[src/rtl/button_conditioner.sv]
// button_conditioner: per-channel 2-FF synchroniser, debounce FSM and
// registered level / press / release outputs for N_BTN push-buttons.
// Optional feature macro: BTN_AUTOREPEAT_EN adds auto-repeat press strobes
// while a button stays held.
//
// Handshake: there is no valid/ready handshake. btn_press and btn_release
// are one-cycle strobes that downstream logic samples on every clock;
// btn_level is a steady debounced level.
module button_conditioner #(
  parameter int N_BTN           = 5,
  parameter int DEBOUNCE_CYCLES = 500000,
  parameter int BTN_ACTIVE_LOW  = 0,
  parameter int REPEAT_DELAY    = 25000000,
  parameter int REPEAT_PERIOD   = 5000000
) (
  input  logic             clk,
  input  logic             rst_n,
  input  logic [N_BTN-1:0] btn_raw,
  output logic [N_BTN-1:0] btn_level,
  output logic [N_BTN-1:0] btn_press,
  output logic [N_BTN-1:0] btn_release
);

  localparam int CW = $clog2(DEBOUNCE_CYCLES + 1);
  localparam logic [CW-1:0] CNT_LAST = CW'(DEBOUNCE_CYCLES - 1);

  localparam logic [1:0] IDLE        = 2'd0;
  localparam logic [1:0] PRESS_CHK   = 2'd1;
  localparam logic [1:0] HELD        = 2'd2;
  localparam logic [1:0] RELEASE_CHK = 2'd3;

`ifdef BTN_AUTOREPEAT_EN
  localparam int RMAX = (REPEAT_DELAY > REPEAT_PERIOD) ? REPEAT_DELAY : REPEAT_PERIOD;
  localparam int RW   = $clog2(RMAX + 1);
  localparam logic [RW-1:0] DELAY_LAST  = RW'(REPEAT_DELAY - 1);
  localparam logic [RW-1:0] PERIOD_LAST = RW'(REPEAT_PERIOD - 1);
`endif

  logic [N_BTN-1:0] norm;
  logic [N_BTN-1:0] sync1;
  logic [N_BTN-1:0] sync2;

  // Normalise polarity so that 1 always means pressed.
  always_comb begin
    norm = (BTN_ACTIVE_LOW != 0) ? ~btn_raw : btn_raw;
  end

  // Two-stage synchroniser; reset value is the released level.
  always_ff @(posedge clk or negedge rst_n) begin
    if (!rst_n) begin
      sync1 <= '0;
      sync2 <= '0;
    end else begin
      sync1 <= norm;
      sync2 <= sync1;
    end
  end

  for (genvar g = 0; g < N_BTN; g++) begin : g_ch
    logic [1:0]    state;     // debug-visible FSM state for this channel
    logic [CW-1:0] cnt;
    logic          level_r;
    logic          press_r;
    logic          release_r;
    logic          s;
`ifdef BTN_AUTOREPEAT_EN
    logic [RW-1:0] rpt;
    logic          rpt_periodic;  // first repeat already issued
`endif

    assign s = sync2[g];

    // Debounce FSM: a change is accepted only after DEBOUNCE_CYCLES stable samples.
    always_ff @(posedge clk or negedge rst_n) begin
      if (!rst_n) begin
        state     <= IDLE;
        cnt       <= '0;
        level_r   <= 1'b0;
        press_r   <= 1'b0;
        release_r <= 1'b0;
`ifdef BTN_AUTOREPEAT_EN
        rpt          <= '0;
        rpt_periodic <= 1'b0;
`endif
      end else begin
        press_r   <= 1'b0;
        release_r <= 1'b0;
        case (state)
          IDLE: begin
            if (s) begin
              state <= PRESS_CHK;
              cnt   <= '0;
            end
          end
          PRESS_CHK: begin
            if (!s) begin
              state <= IDLE;
            end else if (cnt == CNT_LAST) begin
              state   <= HELD;
              level_r <= 1'b1;
              press_r <= 1'b1;
`ifdef BTN_AUTOREPEAT_EN
              rpt          <= '0;
              rpt_periodic <= 1'b0;
`endif
            end else begin
              cnt <= cnt + 1'b1;
            end
          end
          HELD: begin
            if (!s) begin
              state <= RELEASE_CHK;
              cnt   <= '0;
            end else begin
`ifdef BTN_AUTOREPEAT_EN
              // Repeat counter only advances while the button sits in HELD.
              if (rpt == (rpt_periodic ? PERIOD_LAST : DELAY_LAST)) begin
                press_r      <= 1'b1;
                rpt          <= '0;
                rpt_periodic <= 1'b1;
              end else begin
                rpt <= rpt + 1'b1;
              end
`endif
            end
          end
          RELEASE_CHK: begin
            if (s) begin
              state <= HELD;
            end else if (cnt == CNT_LAST) begin
              state     <= IDLE;
              level_r   <= 1'b0;
              release_r <= 1'b1;
`ifdef BTN_AUTOREPEAT_EN
              rpt          <= '0;
              rpt_periodic <= 1'b0;
`endif
            end else begin
              cnt <= cnt + 1'b1;
            end
          end
          default: state <= IDLE;
        endcase
      end
    end

    assign btn_level[g]   = level_r;
    assign btn_press[g]   = press_r;
    assign btn_release[g] = release_r;
  end

endmodule
[config.mk]
export PLATFORM = sky130hd
export DESIGN_NAME = button_conditioner
export DESIGN_NICKNAME = d
export VERILOG_FILES = /design/src/rtl/button_conditioner.sv
export SDC_FILE = /design/constraint.sdc
export NUM_CORES = 1
export LEC_CHECK = 0
export CAP_MARGIN = 10
export CORE_ASPECT_RATIO = 0.75
export CORE_MARGIN = 2
export CORE_UTILIZATION = 37
export DETAILED_ROUTE_END_ITERATION = 7
export PLACE_DENSITY = 0.49
export SLEW_MARGIN = 30
export SYNTH_ARGS = -nofsm -noshare
export SYNTH_HDL_FRONTEND = slang
export SYNTH_SLANG_ARGS = --single-unit
[constraint.sdc]
create_clock -name clk -period 2.6 [get_ports clk]
set_clock_uncertainty 0.2 [all_clocks]
set_input_delay 0.39 -clock clk [delete_from_list [all_inputs] [get_ports clk]]
set_output_delay 0.39 -clock clk [all_outputs]
set_load 0.03 [all_outputs]
After elaboration in Yosys (flattened, before gate mapping)
Cells that the tools add are included.
Storage, ports and cells
  register bits after elaboration: 130
  logic and storage cells: 232
Cells by class
  add/subtract/negate cells: 5
  equality and inequality tests: 60
  multiplexer cells: 115
  reductions and logical operators: 25
Operators by type and width (number)
  $mux W19: 25
  $pmux W19 S4: 5
  $add A19 B1 Y19 const B: 5
  $eq A19 B19 Y1 const B: 5
  $mux W2: 30
  $ne A2 B2 Y1 const B: 30
  $mux W1: 45
  $pmux W2 S4: 5
  $reduce_and A4 Y1: 10
  $ne A3 B3 Y1 const B: 10
  $reduce_and A5 Y1: 5
  $eq A2 B2 Y1 const B: 10
  $eq A2 B1 Y1 const B: 5
  $logic_not A2 Y1: 5
  $pmux W1 S2: 5
  $reduce_bool A2 Y1: 5

Longest topological paths before layout
  word-level depth: 4
  depth in mapped cells: 7
  depth with buffers taken out: 6

Least setup slack after synthesis
Ideal clock, no wire load.
  kind: register to register
  start: register g_ch[4].cnt[0]
  end: register g_ch[4].cnt[18]
  setup time: 0.069 ns
  arrival: 1.976 ns
  data required time: 2.331 ns
  setup slack: 0.355 ns
  stages on the path, launching flop included: 7
  buffers on the path: 0
  period minus slack after synthesis: 2.245 ns
  cells stage by stage: dfrtp_1 > ha_1 > and4_1 > nand4_1 > or4_1 > or4_1 > nand3_1
Between the ends
  longest elaborated chain between the ends: 4
Ends and longest elaborated chain
  start, declared: RTL line 61  | logic [CW-1:0] cnt;
  start signal, assigned: RTL line 107  | cnt <= cnt + 1'b1;
  start signal, assigned: RTL line 139  | cnt <= cnt + 1'b1;
  $add A19 B1 Y19 / $eq A19 B19 Y1 (equally long branches)
  $mux W19 (*): RTL line 98, 130
  $mux W19 (on tied branches): RTL line 128, 96
  $pmux W19 S4 (*): RTL line 88  | case (state)
Mark *: on every way between the ends. The rest lies on a longest branch, timed or not. The select of a mux whose other input is x is not followed.
A chain may end at the register's enable or synchronous reset.

Final worst setup path
Same ends and word-level chain as after synthesis.

==> qor.yml <==
status:
  outcome: "finished clean"
drt:
  drtAntennaViolNets: 0
  routedWlPerCell_um: 15.5
  drt-initial-drc-count: 350
  wirelength_um: 16200
  dr.pass1.iters: 5
  route.detailed.drc: 0
  viasPerCell: 5.56
  num_vias: 5819
hold_path:
  min_path_type: "flop to flop"
  worstHoldStart: "sync1[3]"
job:
  max-cap-violations: 0
final_layout:
  fillers: 1804
  layout-drive-gt1-share: 0.0864
  area_delta_synth_final_pct: 16.5
  multiInputGateArea_um2: 3410
  regArea_um2: 3250
  stdcell_count: 1046
  fin_nets: 798
  antenna_cells: 0
clocking:
  clk_pin_slew_ps: 60
  insertion_delay_ps: 420
  cts_setup_buffers: 0
  cts-root-buf: "clkbuf_16"
  cts_buffer_depth: 2
  clock_sinks: 130
  cts_buffers: 17
  cts_tree: "done"
  h-tree-depth: 4
timing:
  worst_pin_slew_ps: 649
  fmax_mhz: 413
  tns_ps: 0
  maxSlewHeadroom: 0.565
  rsz0062_at_grt: "no"
  setup_viol_count_final: 0
  fin_crit_ps: 2420
  finalCritPeriodShare: 0.932
  drv_slew: 0
  hold_viol: 0
  whs_ps: 147
floorplan:
  ioPinCount: 22
  die_h_um: 123
  die_w_um: 163
  die-area_um2: 20000
  start_util: 0.377
  core_um2: 18500
  num_rows: 43
worst_setup_path:
  crit_arrival_ps: 2570
  r2r_start: "g_ch[4].cnt[0]"
  critPathLaunch: "g_ch[4].cnt[0]"
  required_ps: 2750
  critPathMaxFanout: 5
  path_class: "flop to flop"
  startpoint_type: "flop"
  end_kind: "flop"
  reg2reg_slack_ps: 180
synth:
  syn_avg_cell_area_um2: 9.01
  ys_seq_area_frac: 0.466
  synth_area_um2: 6980
  synth_seq_cells: 130
  synth_flop_cell: "dfrtp_1"
  synth_edf_count: 0
  syn_nets: 786
  yosysUniqueCellTypes: 53
  ys_warn_count: 0
  async_flop_share: 1.00
  syn_inst: 774
power_and_ir_drop:
  p_leak_nw: 3.39
  power_mw: 5.10
  peakVddDrop_v: 0.000384
  power.density_nw_per_um2: 627
place:
  dp_cells: 1013
  gp_congestion: 0.819
  dp_hpwl_um: 10800
  port_buffers: 21
global_routing:
  grt_pass1_wl_um: 27900
  grtUsageTotal: 0.174
  grt_pass1_vias: 5415
  antenna_found_initial: 0
  grt_overflow_total: 0
  grt_max_degree: 46
## sequential cells by signal (all words and copies together) (netlist names), named ones only
register        flops
sync1               5
g_ch.release_r      5
g_ch.press_r        5
g_ch.state          5
g_ch.cnt           95
sync2               5
g_ch.level_r        5
## through the flow
stage,instance area [um2],utilization,setup slack [ps]
6_report,8130,0.439,177
5_1_grt,8130,0.439,25.2
4_1_cts,8130,0.439,185
3_5_place_dp,7470,0.403,201
3_3_place_gp,7460,0.403,219
2_1_floorplan,6980,-,355
## layout by cell type, fill, tap and decap left out, drive strengths merged, types with 7 or more instances in the layout
cell type | netlist | final
or4 | 19 | 19
and3 | 18 | 18
o41ai | 12 | 12
inv | 20 | 20
nand4 | 34 | 34
xnor2 | 10 | 10
nand3 | 56 | 56
buf | 19 | 24
o21ai | 44 | 44
dfrtp | 130 | 130
xor2 | 8 | 8
o211ai | 7 | 7
a21oi | 34 | 34
mux2i | 14 | 14
or3 | 11 | 11
nand2 | 100 | 100
and4 | 8 | 8
nor3 | 23 | 23
nor2 | 53 | 53
a22o | 14 | 14
nor4 | 14 | 14
and2 | 8 | 8
a31oi | 10 | 10
clkdlybuf4s50 | 0 | 20
clkbuf | 33 | 23
## final cells by class
class / instances / area share
Clock buffer: 23 / 0.0613
Sequential cell: 130 / 0.400
Timing Repair Buffer: 45 / 0.0531
Multi-Input combinational cell: 572 / 0.419
Inverter: 20 / 0.00924
Clock inverter: 9 / 0.0185
Tap cell: 247 / 0.0380
## worst paths after layout
check,cells past startpoint,end
worst max-delay path,6,g_ch[4].cnt[18]
worst min-delay path,0,sync2[3]
worst max register to register,6,g_ch[4].cnt[18]
worst min register to register,0,sync2[3]
max in group asynchronous,3,g_ch[3].cnt[13]
min in group asynchronous,2,g_ch[1].cnt[6]
## routing by layer
layer  share of wire  up-vias  wire [um]  global-route usage
met5               0        -          0                   0
met4           0.012        0        187              0.0658
met3           0.027       18        432              0.0352
met2            0.43       75       6910               0.248
met1            0.54     2851       8710               0.260
li1                -     2875          -                   -
## where the power goes
group / total, mW / switching [mW] / leakage (nW) / internal (mW)
sequential: 2.20 / 0.105 / 1.77 / 2.09
combinational: 0.285 / 0.169 / 1.31 / 0.115
clock: 2.62 / 0.890 / 0.315 / 1.73
total: 5.10 / 1.16 / 3.39 / 3.93
## kinds of logic (layout without fill, tap and decap cells)
| kind of cell | Yosys count | count (layout) | synth area share |
|---|---|---|---|
| AND/OR/NAND/NOR | 383 | 383 | 0.291 |
| AO/OA/AOI/OAI | 146 | 146 | 0.134 |
| flip-flops | 130 | 130 | 0.466 |
| buffers and inverters | 72 | 97 | 0.0475 |
| multiplexers | 20 | 20 | 0.0298 |
| XOR/XNOR | 18 | 18 | 0.0226 |
| adder cells (fa/ha/maj) | 5 | 5 | 0.00897 |
## timing repair
item	CTS	global route
resized for setup	0	0
setup endpoints to repair	0	0
hold endpoints to repair	42	0
hold buffers	1	0
## critical path, cell delays in order, from the launching register on
cell and delay (ps):
dfrtp_1 390, ha_1 240, and4_1 260, nand4_1 180, or4_1 580, or4_1 400, nand3_1 90
## Yosys cell counts, drive strengths merged, types with 5 or more instances
cell,number,area (um2)
a31oi,10,62.6
a21o,5,37.5
nor3b,6,45.0
nor2,53,199
nand4b,6,52.6
and3,18,113
or4,19,143
and4,8,70.1
or3,11,68.8
nor4b,6,52.6
dfrtp,130,3250
nand2,100,375
and2,8,50.1
o211ai,7,52.6
a21oi,34,170
nand4,34,213
buf,19,133
o21ai,44,220
nor3,23,115
nor4,14,87.6
o31ai,5,37.5
xor2,8,70.1
mux2i,14,140
nand3,56,285
clkbuf,33,124
inv,20,75.1
ha,5,62.6
nand2b,6,37.5
mux2,6,67.6
a22o,14,123
xnor2,10,87.6
o41ai,12,105
Power figures use the tool's default switching activity.
